`config.mk`:
```
export PLATFORM = sky130hd
export DESIGN_NAME = bypass_scoreboard_flat
export DESIGN_NICKNAME = d
export VERILOG_FILES = /design/src/rtl/bypass_scoreboard_if.sv /design/src/rtl/bypass_scoreboard.sv /design/src/flat_wrapper.sv
export SDC_FILE = /design/constraint.sdc
export NUM_CORES = 1
export LEC_CHECK = 0
export BUFFER_PORTS_ARGS = -buffer_cell sky130_fd_sc_hd__buf_2
export CORE_UTILIZATION = 25
export DETAILED_ROUTE_END_ITERATION = 12
export PLACE_DENSITY = 0.59
export SYNTH_ARGS = -nofsm -noshare
export SYNTH_HDL_FRONTEND = slang
export SYNTH_SLANG_ARGS = --single-unit
```
`constraint.sdc`:
```
create_clock -name clk -period 3.9 [get_ports clk]
set_clock_uncertainty 0.05 [all_clocks]
set_input_delay 0.195 -clock clk [delete_from_list [all_inputs] [get_ports clk]]
set_output_delay 0.195 -clock clk [all_outputs]
set_load 0.02 [all_outputs]
```
`src/rtl/bypass_scoreboard_if.sv`:
```
// bypass_scoreboard_if
// Decode-side bundle for the operand-bypass / hazard unit.
//   master : decode stage. Drives the issue slot, the source operands,
//            the register-file read data, the per-stage results and the
//            pipeline controls (ext_stall, flush).
//   slave  : bypass_scoreboard. Returns the resolved operands, the
//            forward flags, hazard_stall and stall_count.
// Parameters must match the bypass_scoreboard instance.
interface bypass_scoreboard_if #(
   parameter int NUM_SRC = 2,
   parameter int DEPTH   = 2,
   parameter int REG_W   = 5,
   parameter int DATA_W  = 32,
   parameter int LAT_W   = $clog2(DEPTH + 1)
);
   logic                               ext_stall;
   logic                               flush;
   logic                               iss_valid;
   logic                               iss_wen;
   logic [REG_W-1:0]                   iss_dst;
   logic [LAT_W-1:0]                   iss_lat;
   logic [NUM_SRC-1:0]                 src_used;
   logic [NUM_SRC-1:0][REG_W-1:0]      src_addr;
   logic [NUM_SRC-1:0][DATA_W-1:0]     src_rf_data;
   logic [DEPTH-1:0][DATA_W-1:0]       stage_val;
   logic [NUM_SRC-1:0][DATA_W-1:0]     src_data;
   logic [NUM_SRC-1:0]                 src_fwd;
   logic                               hazard_stall;
   logic [31:0]                        stall_count;

   modport master (
      output ext_stall, flush, iss_valid, iss_wen, iss_dst, iss_lat,
             src_used, src_addr, src_rf_data, stage_val,
      input  src_data, src_fwd, hazard_stall, stall_count
   );

   modport slave (
      input  ext_stall, flush, iss_valid, iss_wen, iss_dst, iss_lat,
             src_used, src_addr, src_rf_data, stage_val,
      output src_data, src_fwd, hazard_stall, stall_count
   );
endinterface

```
`src/rtl/bypass_scoreboard.sv`:
```
// bypass_scoreboard
// Operand-bypass and hazard unit between decode and the register file.
// Every in-flight register writer is tracked in a DEPTH-entry shift
// register {valid, dst, rem}, where rem is the number of cycles left before
// that stage's result is valid on stage_val. Each decode source takes its
// operand from the youngest matching producer (lowest index) or from the
// register file. If that producer is not ready yet and the source is
// actually read, decode is stalled.
// Ports:
//   clk    : clock
//   reset  : synchronous, active-high reset
//   bus    : bypass_scoreboard_if.slave. Carries the issue slot, the
//            sources, stage_val, ext_stall and flush in; and src_data,
//            src_fwd, hazard_stall and stall_count out.
// Build option:
//   BYPASS_STATS_EN : when defined, builds a saturating counter of cycles
//                     that stall the pipeline. Otherwise stall_count is 0.
module bypass_scoreboard #(
   parameter int NUM_SRC = 2,
   parameter int DEPTH   = 2,
   parameter int REG_W   = 5,
   parameter int DATA_W  = 32,
   parameter int LAT_W   = $clog2(DEPTH + 1)
) (
   input logic                clk,
   input logic                reset,
   bypass_scoreboard_if.slave bus
);

   logic             valid_r [DEPTH];
   logic [REG_W-1:0] dst_r   [DEPTH];
   logic [LAT_W-1:0] rem_r   [DEPTH];

   logic [NUM_SRC-1:0]             hit_s;
   logic [NUM_SRC-1:0]             ready_s;
   logic [NUM_SRC-1:0][DATA_W-1:0] fwd_val_s;
   logic [NUM_SRC-1:0][DATA_W-1:0] src_data_s;
   logic [NUM_SRC-1:0]             src_fwd_s;
   logic [NUM_SRC-1:0]             stall_src_s;
   logic                           hazard_s;
   logic [LAT_W-1:0]               lat_s;
   logic                           load_valid_s;

   // Find the youngest matching producer for each source. The walk goes from
   // oldest to youngest, so the last match found overrides any older one.
   always_comb begin
      hit_s     = {NUM_SRC{1'b0}};
      ready_s   = {NUM_SRC{1'b0}};
      fwd_val_s = '0;
      for (int i = 0; i < NUM_SRC; i++) begin
         for (int k = DEPTH - 1; k >= 0; k--) begin
            logic match_v;
            match_v = valid_r[k] && (dst_r[k] == bus.src_addr[i]) &&
                      (bus.src_addr[i] != {REG_W{1'b0}});
            ready_s[i]   = match_v ? (rem_r[k] == {LAT_W{1'b0}}) : ready_s[i];
            fwd_val_s[i] = match_v ? bus.stage_val[k] : fwd_val_s[i];
            hit_s[i]     = hit_s[i] | match_v;
         end
      end
   end

   // Choose each operand, and flag a stall for sources that are read while
   // their producer is not ready yet.
   always_comb begin
      src_data_s  = '0;
      src_fwd_s   = {NUM_SRC{1'b0}};
      stall_src_s = {NUM_SRC{1'b0}};
      for (int i = 0; i < NUM_SRC; i++) begin
         if (hit_s[i] && ready_s[i]) begin
            src_data_s[i] = fwd_val_s[i];
            src_fwd_s[i]  = 1'b1;
         end else begin
            src_data_s[i] = bus.src_rf_data[i];
            src_fwd_s[i]  = 1'b0;
         end
         stall_src_s[i] = hit_s[i] & ~ready_s[i] & bus.src_used[i];
      end
      hazard_s = bus.iss_valid & ~bus.flush & (|stall_src_s);
   end

   // Clamp the issue latency to the range 1..DEPTH. A latency of 0 is
   // treated as a 1-cycle op.
   always_comb begin
      if (bus.iss_lat == {LAT_W{1'b0}}) begin
         lat_s = LAT_W'(1);
      end else if (bus.iss_lat > LAT_W'(DEPTH)) begin
         lat_s = LAT_W'(DEPTH);
      end else begin
         lat_s = bus.iss_lat;
      end
      load_valid_s = bus.iss_valid & bus.iss_wen & ~bus.flush & ~hazard_s &
                     (bus.iss_dst != {REG_W{1'b0}});
   end

   // Advance the in-flight pipeline and load the new entry at stage 0. The
   // whole structure freezes while ext_stall is high.
   always_ff @(posedge clk) begin
      if (reset) begin
         for (int k = 0; k < DEPTH; k++) begin
            valid_r[k] <= 1'b0;
            dst_r[k]   <= {REG_W{1'b0}};
            rem_r[k]   <= {LAT_W{1'b0}};
         end
      end else if (!bus.ext_stall) begin
         for (int k = 1; k < DEPTH; k++) begin
            valid_r[k] <= valid_r[k-1];
            dst_r[k]   <= dst_r[k-1];
            rem_r[k]   <= (rem_r[k-1] == {LAT_W{1'b0}}) ? {LAT_W{1'b0}}
                                                        : rem_r[k-1] - LAT_W'(1);
         end
         valid_r[0] <= load_valid_s;
         dst_r[0]   <= bus.iss_dst;
         rem_r[0]   <= lat_s - LAT_W'(1);
      end
   end

   assign bus.src_data     = src_data_s;
   assign bus.src_fwd      = src_fwd_s;
   assign bus.hazard_stall = hazard_s;

`ifdef BYPASS_STATS_EN
   logic [31:0] stall_count_r;

   // Count cycles that actually hold decode. The count saturates at all-ones.
   always_ff @(posedge clk) begin
      if (reset) begin
         stall_count_r <= 32'd0;
      end else if (hazard_s && !bus.ext_stall && (stall_count_r != 32'hFFFF_FFFF)) begin
         stall_count_r <= stall_count_r + 32'd1;
      end
   end

   assign bus.stall_count = stall_count_r;
`else
   assign bus.stall_count = 32'd0;
`endif

endmodule

```
`src/flat_wrapper.sv`:
```
// flat-port wrapper written by rule: the top's interface ports become plain ports
module bypass_scoreboard_flat 
#(
   parameter int NUM_SRC = 2,
   parameter int DEPTH   = 2,
   parameter int REG_W   = 5,
   parameter int DATA_W  = 32,
   parameter int LAT_W   = $clog2(DEPTH + 1)
)
  (clk, reset, bus_ext_stall, bus_flush, bus_iss_valid, bus_iss_wen, bus_iss_dst, bus_iss_lat, bus_src_used, bus_src_addr, bus_src_rf_data, bus_stage_val, bus_src_data, bus_src_fwd, bus_hazard_stall, bus_stall_count);
  bypass_scoreboard_if #(.NUM_SRC(NUM_SRC), .DEPTH(DEPTH), .REG_W(REG_W), .DATA_W(DATA_W), .LAT_W(LAT_W)) bus_i ();
  input logic clk;
  input logic reset;
  input wire logic [$bits(bus_i.ext_stall)-1:0] bus_ext_stall;
  input wire logic [$bits(bus_i.flush)-1:0] bus_flush;
  input wire logic [$bits(bus_i.iss_valid)-1:0] bus_iss_valid;
  input wire logic [$bits(bus_i.iss_wen)-1:0] bus_iss_wen;
  input wire logic [$bits(bus_i.iss_dst)-1:0] bus_iss_dst;
  input wire logic [$bits(bus_i.iss_lat)-1:0] bus_iss_lat;
  input wire logic [$bits(bus_i.src_used)-1:0] bus_src_used;
  input wire logic [$bits(bus_i.src_addr)-1:0] bus_src_addr;
  input wire logic [$bits(bus_i.src_rf_data)-1:0] bus_src_rf_data;
  input wire logic [$bits(bus_i.stage_val)-1:0] bus_stage_val;
  output wire logic [$bits(bus_i.src_data)-1:0] bus_src_data;
  output wire logic [$bits(bus_i.src_fwd)-1:0] bus_src_fwd;
  output wire logic [$bits(bus_i.hazard_stall)-1:0] bus_hazard_stall;
  output wire logic [$bits(bus_i.stall_count)-1:0] bus_stall_count;
  assign bus_i.ext_stall = bus_ext_stall;
  assign bus_i.flush = bus_flush;
  assign bus_i.iss_valid = bus_iss_valid;
  assign bus_i.iss_wen = bus_iss_wen;
  assign bus_i.iss_dst = bus_iss_dst;
  assign bus_i.iss_lat = bus_iss_lat;
  assign bus_i.src_used = bus_src_used;
  assign bus_i.src_addr = bus_src_addr;
  assign bus_i.src_rf_data = bus_src_rf_data;
  assign bus_i.stage_val = bus_stage_val;
  assign bus_src_data = bus_i.src_data;
  assign bus_src_fwd = bus_i.src_fwd;
  assign bus_hazard_stall = bus_i.hazard_stall;
  assign bus_stall_count = bus_i.stall_count;
  bypass_scoreboard #(.NUM_SRC(NUM_SRC), .DEPTH(DEPTH), .REG_W(REG_W), .DATA_W(DATA_W), .LAT_W(LAT_W)) u_core (.clk(clk), .reset(reset), .bus(bus_i));
endmodule
```
### After elaboration in Yosys (flattened, before gate mapping)

Memory sizes are Yosys's and may differ from the RTL's.
Cells that the tools add are included.

* multiplexer cells: 26
* add/subtract/negate cells: 2
* reduce and logical (&&, ||, !) cells: 17
* order comparisons: 1
* eq/ne operators: 4
* bitwise operators: 22

Operators by type and width (number)
* two-way mux 32 bit: 6
* == test 5 bit: 4
* nonzero test 5 bit: 3
* two-way mux 1 bit: 13
* AND 1 bit: 10
* logical AND 1 bit: 10
* two-way mux 2 bit: 5
* two-way mux 5 bit: 2
* bitwise OR 1 bit: 8
* zero test 2 bit: 3
* NOT 1 bit: 4
* subtractor 2 x 1 -> 2 bit, second input constant: 2
* greater-than comparator 2 bit, second input constant: 1
* OR reduction 2 bit: 1

* bits in writable memories: 16
* bits of input ports: 153
* memories kept: 3
* register bits: 0
* output and inout port bits: 99

Memory list
* u_core.dst_r: depth 2, bits a word 5, read ports 2, clocked after Yosys merged registers in 0, wr ports 2, line bypass_scoreboard.sv:31 `logic [REG_W-1:0] dst_r [DEPTH];`
* u_core.rem_r: depth 2, bits a word 2, read ports 2, clocked after Yosys merged registers in 0, wr ports 2, line bypass_scoreboard.sv:32 `logic [LAT_W-1:0] rem_r [DEPTH];`
* u_core.valid_r: depth 2, bits a word 1, read ports 2, clocked after Yosys merged registers in 0, wr ports 2, line bypass_scoreboard.sv:30 `logic valid_r [DEPTH];`

### Depth between registers and ports, before layout

Gate-level depths: netlist of run 1.
An unclocked memory read counts as a cell.

* word-level depth: 15
* depth in mapped cells: 7
* mapped depth without buffers: 6

### Least setup slack after synthesis of run 1

No wires, ideal clock.

* kind: flip-flop to output port
* start: mem u_core.dst_r[0][3]
* end: out bus_src_data[10]
* data required time: 3.655 ns
* setup slack: 1.672 ns
* buffers on the path: 1
* cell stages (with the launch flop): 8
* arrival: 1.983 ns
* path through: edfxtp_1 xnor2_1 nand2_1 nor3_2 nor3_2 a21oi_4 buf_6 mux2_4

RTL lines
* start: declaration: line bypass_scoreboard.sv:31
* end: declaration: line flat_wrapper.sv:24 `output wire logic [$bits(bus_i.src_data)-1:0] bus_src_data;`

==> results.md, run 1 <==
* Clk pin slew, worst setup/hold paths at 0.05 ns
* Largest net degree at the start of global routing at 36
* Seq pwr share at 0.289
* P_leak at 2.151 nW
* Crit. End Element: primary output
* CTS max path bufs at 2
* Achievable Freq at 308.6 MHz
* Comb pwr share at 0.452
* Number of setup violations in the final report at 0
* Initial antenna violation count at 0
* Final hold violations at 0
* CTS resizes at 0
* Setup CP Type: register to primary output
* Hold-fix buffers, CTS at 0
* Status: complete, no violations
* Clock power share at 0.259
* Placed cells at 723
* Min-Delay Path Class: input port to register
* Sw Pwr at 0.2588 mW
* CP Data Required Time at 3.65 ns
* IO Count at 252
* Cell family with most CP delay: simple AND/OR/NAND/NOR gates
* Final cell count without fillers at 727
* DRT iter0 DRCs at 153
* H-tree lvl count at 1
* Pint at 0.4982 mW
* CP max stage cell: or2_1
* Crit-path cells: xnor2_1 -> nand3_1 -> or4_4 -> or2_1 -> o21ai_0 -> mux2_4 -> buf_2
* Total wire length at 10300 microns
* DP Area at 4151 sq um
* Root buffer cell: clkbuf_16
* GP Congestion at 0.7944
* Slew margin rel. at 0.2349
* Period utilisation layout at 0.8308
* DIE AREA at 12710 sq um
* Port Buf Inserts at 218
* Initial Util at 0.2564
* Most common cell after layout, fill and taps aside: buf_2
* Synth warn at 0
* Setup TNS at 0 ns
* CP bufs+invs at 1
* Skew-Pair Late Insertion Delay at 0.24 ns
* First-pass GRT wire length at 15120 microns
* Rows at 40
* P per Cell Area at 178.9 nW/um^2
* Worst setup SP type: register
* RSZ-0062 raised after global routing: false
* Avg Inst Size Synth at 8.222 sq um
* Core box area at 11960 sq um
* Fraction of layout cells with a size suffix above 1 at 0.5241
* CTS tree: built
* Post-Syn Instances at 373
* Max Slew Vio Count at 0
* Design area at 4230 sq um
* Worst Tran Pin Value at 1.148 ns
* Mapped cell area at 3067 sq um
* Max_cap viols at 0
* Minimum clock period at 3.240 ns
* Slowest stage delay, CP at 0.64 ns
* Gr usage total at 0.1502
* Vias at 3275
* Crit-path max FO at 32
* P&R area growth vs syn at 37.94%
* CTS sink cnt at 16
* Post-CTS Setup Repair Bufs at 0
* Die height at 112.8 microns
* Yosys cell types at 34
* HPWL Detailed at 8074 microns
* Critical path arrival at 3.00 ns
* Detail Route Antenna Nets at 0
* Peak VDD IR at 0.1523 mV
* # DRC at 0
* Register area share after synthesis at 0.1567
* WHS at 0.1729 ns
* Vias per inst at 4.505
* Chip width at 112.8 microns
* Synthesis-stage register bit count at 16
* Router iterations before antenna repair at 4
* CTS buffer count at 3
* Nets@finish at 735
* Number of global-route vias before repair at 3049
* Most frequent cells in the layout: buf_2, nand2_1, mux2_4
* Total chip power at 0.7570 mW
* # diodes at 0
* Post-DR wirelength/cell at 14.16 microns
* Switching portion of total power at 0.3419
* Remaining Overflow, GRT at 0
## worst register-to-register path, delay by kind of cell, from the launching register on
kind | cells | cell delay (ns)
xor+xnor | 1 | 0.20
buf+inv | 1 | 0.42
simple gates | 4 | 0.67
compound gates | 1 | 0.37
flops | 1 | 0.45
## per-layer routing
metal / GRT usage / share of wire / vias to the layer above
met3: 0.01553 / 0.057 / 13
met1: 0.1708 / 0.40 / 1490
met4: 0.04978 / 0.018 / 0
met2: 0.2901 / 0.52 / 144
met5: 0 / 0 / -
li1: - / - / 1628
## Yosys cell counts
library cell	number	area, sq um
buf_6	6	67.56
or4_1	1	7.510
nor3_1	2	10.01
and3_1	1	6.260
xnor2_1	16	140.1
a21oi_1	1	5.000
conb_1	1	3.750
nor2_4	2	22.52
or2_1	2	12.51
nand2_1	99	371.6
nand3_1	2	10.01
nand4_1	2	12.51
and2_1	12	75.07
a21oi_4	2	32.53
buf_2	5	25.02
o21ai_0	56	280.3
clkbuf_1	11	41.29
edfxtp_1	16	480.5
nand2b_1	2	12.51
mux2_1	2	22.52
or4_4	4	45.04
nor2_1	3	11.26
nor4_1	4	25.02
o21ai_1	11	55.05
nor3_2	2	20.02
xor2_1	4	35.03
mux2_2	4	45.04
ha_1	1	12.51
mux2_4	58	870.8
inv_1	4	15.01
clkbuf_2	2	10.01
nor3_4	2	32.53
buf_4	32	240.2
nor4bb_1	1	10.01
## through the flow
stage               worst slack [ns]  utilization
finish                        0.6598       0.3537
detailed placement            0.7379       0.3471
floorplan                      1.672            -
global placement              0.7766       0.3471
global route                  0.4805       0.3537
CTS                           0.6206       0.3537
## state kept, by name (all words and copies together) (netlist names)
name,count
u_core.valid_r,2
u_core.rem_r,4
u_core.dst_r,10
## worst paths after layout
kind	startpoint	endpoint	slack [ns]	depth (start not counted)
setup / recovery	u_core.dst_r[0][9]	bus_src_data[25]	0.66	7
hold / removal	bus_iss_lat[1]	u_core.rem_r[0][0]	0.17	2
setup reg to reg	u_core.dst_r[0][2]	u_core.valid_r[0][0]	1.61	7
hold reg to reg	u_core.rem_r[0][0]	u_core.rem_r[0][2]	0.51	1
## area by class of cell
| type | instances | area (sq um) |
|---|---|---|
| Clock buffer | 3 | 75.07 |
| Clock inverter | 1 | 3.754 |
| Fill cell | 1242 | 7731 |
| Inverter | 4 | 15.01 |
| Multi-Input combinational cell | 329 | 2313 |
| Sequential cell | 16 | 480.5 |
| Tap cell | 147 | 183.9 |
| Timing Repair Buffer | 227 | 1159 |
## power groups by stage
stage / Clock, mW / Sequential, mW / Combinational [mW]
after floorplan: 0 / 0.214 / 0.232
after global placement: 0 / 0.222 / 0.338
after detailed placement: 0 / 0.222 / 0.343
after CTS: 0.202 / 0.219 / 0.344
after global routing: 0.210 / 0.221 / 0.369
final: 0.196 / 0.219 / 0.342
## cells by family after synthesis
logic type      after synthesis  synth area share
simple gates                141            0.2232
compound gates               70            0.1216
mux                          64            0.3060
buf+inv                      60            0.1301
xor+xnor                     20           0.05712
flops                        16            0.1567
fa+ha+maj                     1          0.004079
other cells                   1          0.001223
Note: power is estimated with default switching activity, not from simulation.
==> run 2, diff against run 1 <==
PLACE_DENSITY = 0.61   (was 0.59)
clock period = 2.95 ns   (was 3.9 ns; I/O delays follow)
==> run 2 against run 1 <==
Against the previous run:
- final cell count increased by 0.83%
- global-route usage up 0.40 points
- sequential power rose by 30%
- critical path type unchanged
- critical endpoint is now bus_src_data[8]
==> results.md, run 2 (synthesis results as in run 1) <==
* CTS resizes at 0 (unchanged)
* Number of setup violations in the final report at 0 (unchanged)
* Largest net degree at the start of global routing at 34 (-5.6%)
* Max reg flops at 10 (unchanged)
* Router iterations before antenna repair at 4 (unchanged)
* H-tree lvl count at 1 (unchanged)
* Minimum clock period at 2.784 ns
* P&R area growth vs syn at 39.82%
* Worst setup SP type: register
* Crit-path max FO at 15 (-53%)
* Achievable Freq at 359.2 MHz
* Hold-fix buffers, CTS at 0 (unchanged)
* Max_cap viols at 0 (unchanged)
* Gr usage total at 0.1541 (+0.003957)
* HPWL Detailed at 8546 microns (+5.8%)
* First-pass GRT wire length at 15640 microns (+3.4%)
* Switching portion of total power at 0.3396 (-0.002356)
* Max Slew Vio Count at 0 (unchanged)
* Worst hold path depth at 2 (unchanged)
* Initial antenna violation count at 0 (unchanged)
* Total wire length at 10490 microns (+1.8%)
* Port Buf Inserts at 218 (unchanged)
* Most common cell after layout, fill and taps aside: buf_2
* Worst r2r path cells at 7 (unchanged)
* Nets@finish at 741 (+0.82%)
* Critical path arrival at 2.59 ns (-0.41 ns)
* Seq pwr share at 0.284 (-0.005)
* Clock power share at 0.254 (-0.005)
* Largest Register: u_core.dst_r
* Detail Route Antenna Nets at 0 (unchanged)
* DIE AREA at 12710 sq um (unchanged)
* Post-DR wirelength/cell at 14.30 microns (+1.0%)
* RR Startpoint: u_core.dst_r[0][2]
* Crit. End Element: primary output
* Status: complete, no violations
* Root buffer cell: clkbuf_16
* FF+latch area at 480.5 sq um (unchanged)
* CTS buffer count at 3 (unchanged)
* Number of global-route vias before repair at 3210 (+5.3%)
* Final hold violations at 0 (unchanged)
* RSZ-0062 raised after global routing: false
* CTS max path bufs at 2 (unchanged)
* Multi-input combinational cell area at 2313 sq um (unchanged)
* Rows at 40 (unchanged)
* # DRC at 0 (unchanged)
* DP Area at 4194 sq um (+1.0%)
* Fill cell count at 1264 (+1.8%)
* IO Count at 252 (unchanged)
* Sw Pwr at 0.3399 mW (+31%)
* P_leak at 2.190 nW (+1.8%)
* Slew margin rel. at 0.5256 (+0.2907)
* Period utilisation layout at 0.9437
* Min-delay src: bus_iss_lat[1]
* CTS sink cnt at 16 (unchanged)
* Skew-Pair Late Insertion Delay at 0.24 ns (about the same)
* Die height at 112.8 microns (unchanged)
* GP Congestion at 0.8591 (+8.1%)
* Core box area at 11960 sq um (unchanged)
* Pint at 0.6610 mW (+33%)
* Setup CP Type: register to primary output
* Most frequent cells in the layout: buf_2, nand2_1, mux2_4
* Comb pwr share at 0.462 (+0.010)
* Clk pin slew, worst setup/hold paths at 0.05 ns (about the same)
* Vias at 3306 (+0.95%)
* Remaining Overflow, GRT at 0 (unchanged)
* Worst Setup SP: u_core.dst_r[0][7]
* Chip width at 112.8 microns (unchanged)
* Setup TNS at 0 ns (unchanged)
* CP Data Required Time at 2.75 ns (-0.90 ns)
* Worst Tran Pin Value at 0.7115 ns (-0.4361 ns)
* Vias per inst at 4.510 (+0.12%)
* Initial Util at 0.2564 (unchanged)
* Min-Delay Path Class: input port to register
* CTS tree: built
* Design area at 4288 sq um (+1.4%)
* Post-CTS Setup Repair Bufs at 0 (unchanged)
* Fraction of layout cells with a size suffix above 1 at 0.5290 (+0.004872)
* P per Cell Area at 233.4 nW/um^2 (+30%)
* DRT iter0 DRCs at 177 (+16%)
* Total chip power at 1.001 mW (+32%)
* # diodes at 0 (unchanged)
* Largest registers: u_core.dst_r: 10 flops, u_core.rem_r: 4 flops, u_core.valid_r: 2 flops
* Peak VDD IR at 0.2183 mV (+43%)
[run 2: cell types whose count changed in the layout (fill, tap and decap cells not counted), sizes merged]
cell	delta
buf	+6
[run 2: stage by stage]
stage / utilization / hold slack (ns) / std cells / worst slack (ns)
finish: 0.3585 / 0.1412 / 733 / 0.1660
global route: 0.3585 / 0.1550 / 733 / 0.04288
CTS: 0.3572 / 0.1461 / 731 / 0.05396
detailed placement: 0.3506 / 0.3976 / 727 / 0.3319
global placement: 0.3506 / 0.3801 / 727 / 0.3891
floorplan: - / 0.2887 / 405 / 0.7698
[run 2: critical path, cell delays in order, from the launching register on]
cell	delay [ns]
edfxtp_1	0.42
xnor2_1	0.21
nand3_1	0.10
or4_4	0.54
or2_1	0.31
buf_4	0.22
o21ai_0	0.22
mux2_4	0.18
buf_2	0.15
[run 2: area by class of cell]
type                            count  area share
Clock buffer                        3     0.01751
Clock inverter                      1   0.0008754
Inverter                            4    0.003502
Multi-Input combinational cell    329      0.5395
Sequential cell                    16      0.1121
Tap cell                          147     0.04289
Timing Repair Buffer              233      0.2836
[run 2: final timing paths]
path                               end  slack [ns]
setup / recovery       bus_src_data[8]        0.17
hold / removal      u_core.rem_r[0][0]        0.14
setup reg to reg  u_core.valid_r[0][0]        0.71
hold reg to reg     u_core.rem_r[0][2]        0.53
[run 2: per-layer routing]
layer	vias to the layer above	GRT usage	routed length (microns)
met1	1530	0.1739	4301
met5	-	0	0
met4	0	0.03378	55
met3	4	0.009106	529
li1	1642	-	-
met2	130	0.3128	5600
[run 2: power groups by stage]
| stage | Sequential (mW) | Clock (mW) | Combinational (mW) |
|---|---|---|---|
| after global placement | 0.287 | 0 | 0.454 |
| final | 0.284 | 0.255 | 0.462 |
| after CTS | 0.284 | 0.263 | 0.463 |
| after global routing | 0.286 | 0.275 | 0.496 |
| after detailed placement | 0.288 | 0 | 0.462 |
| after floorplan | 0.284 | 0 | 0.306 |
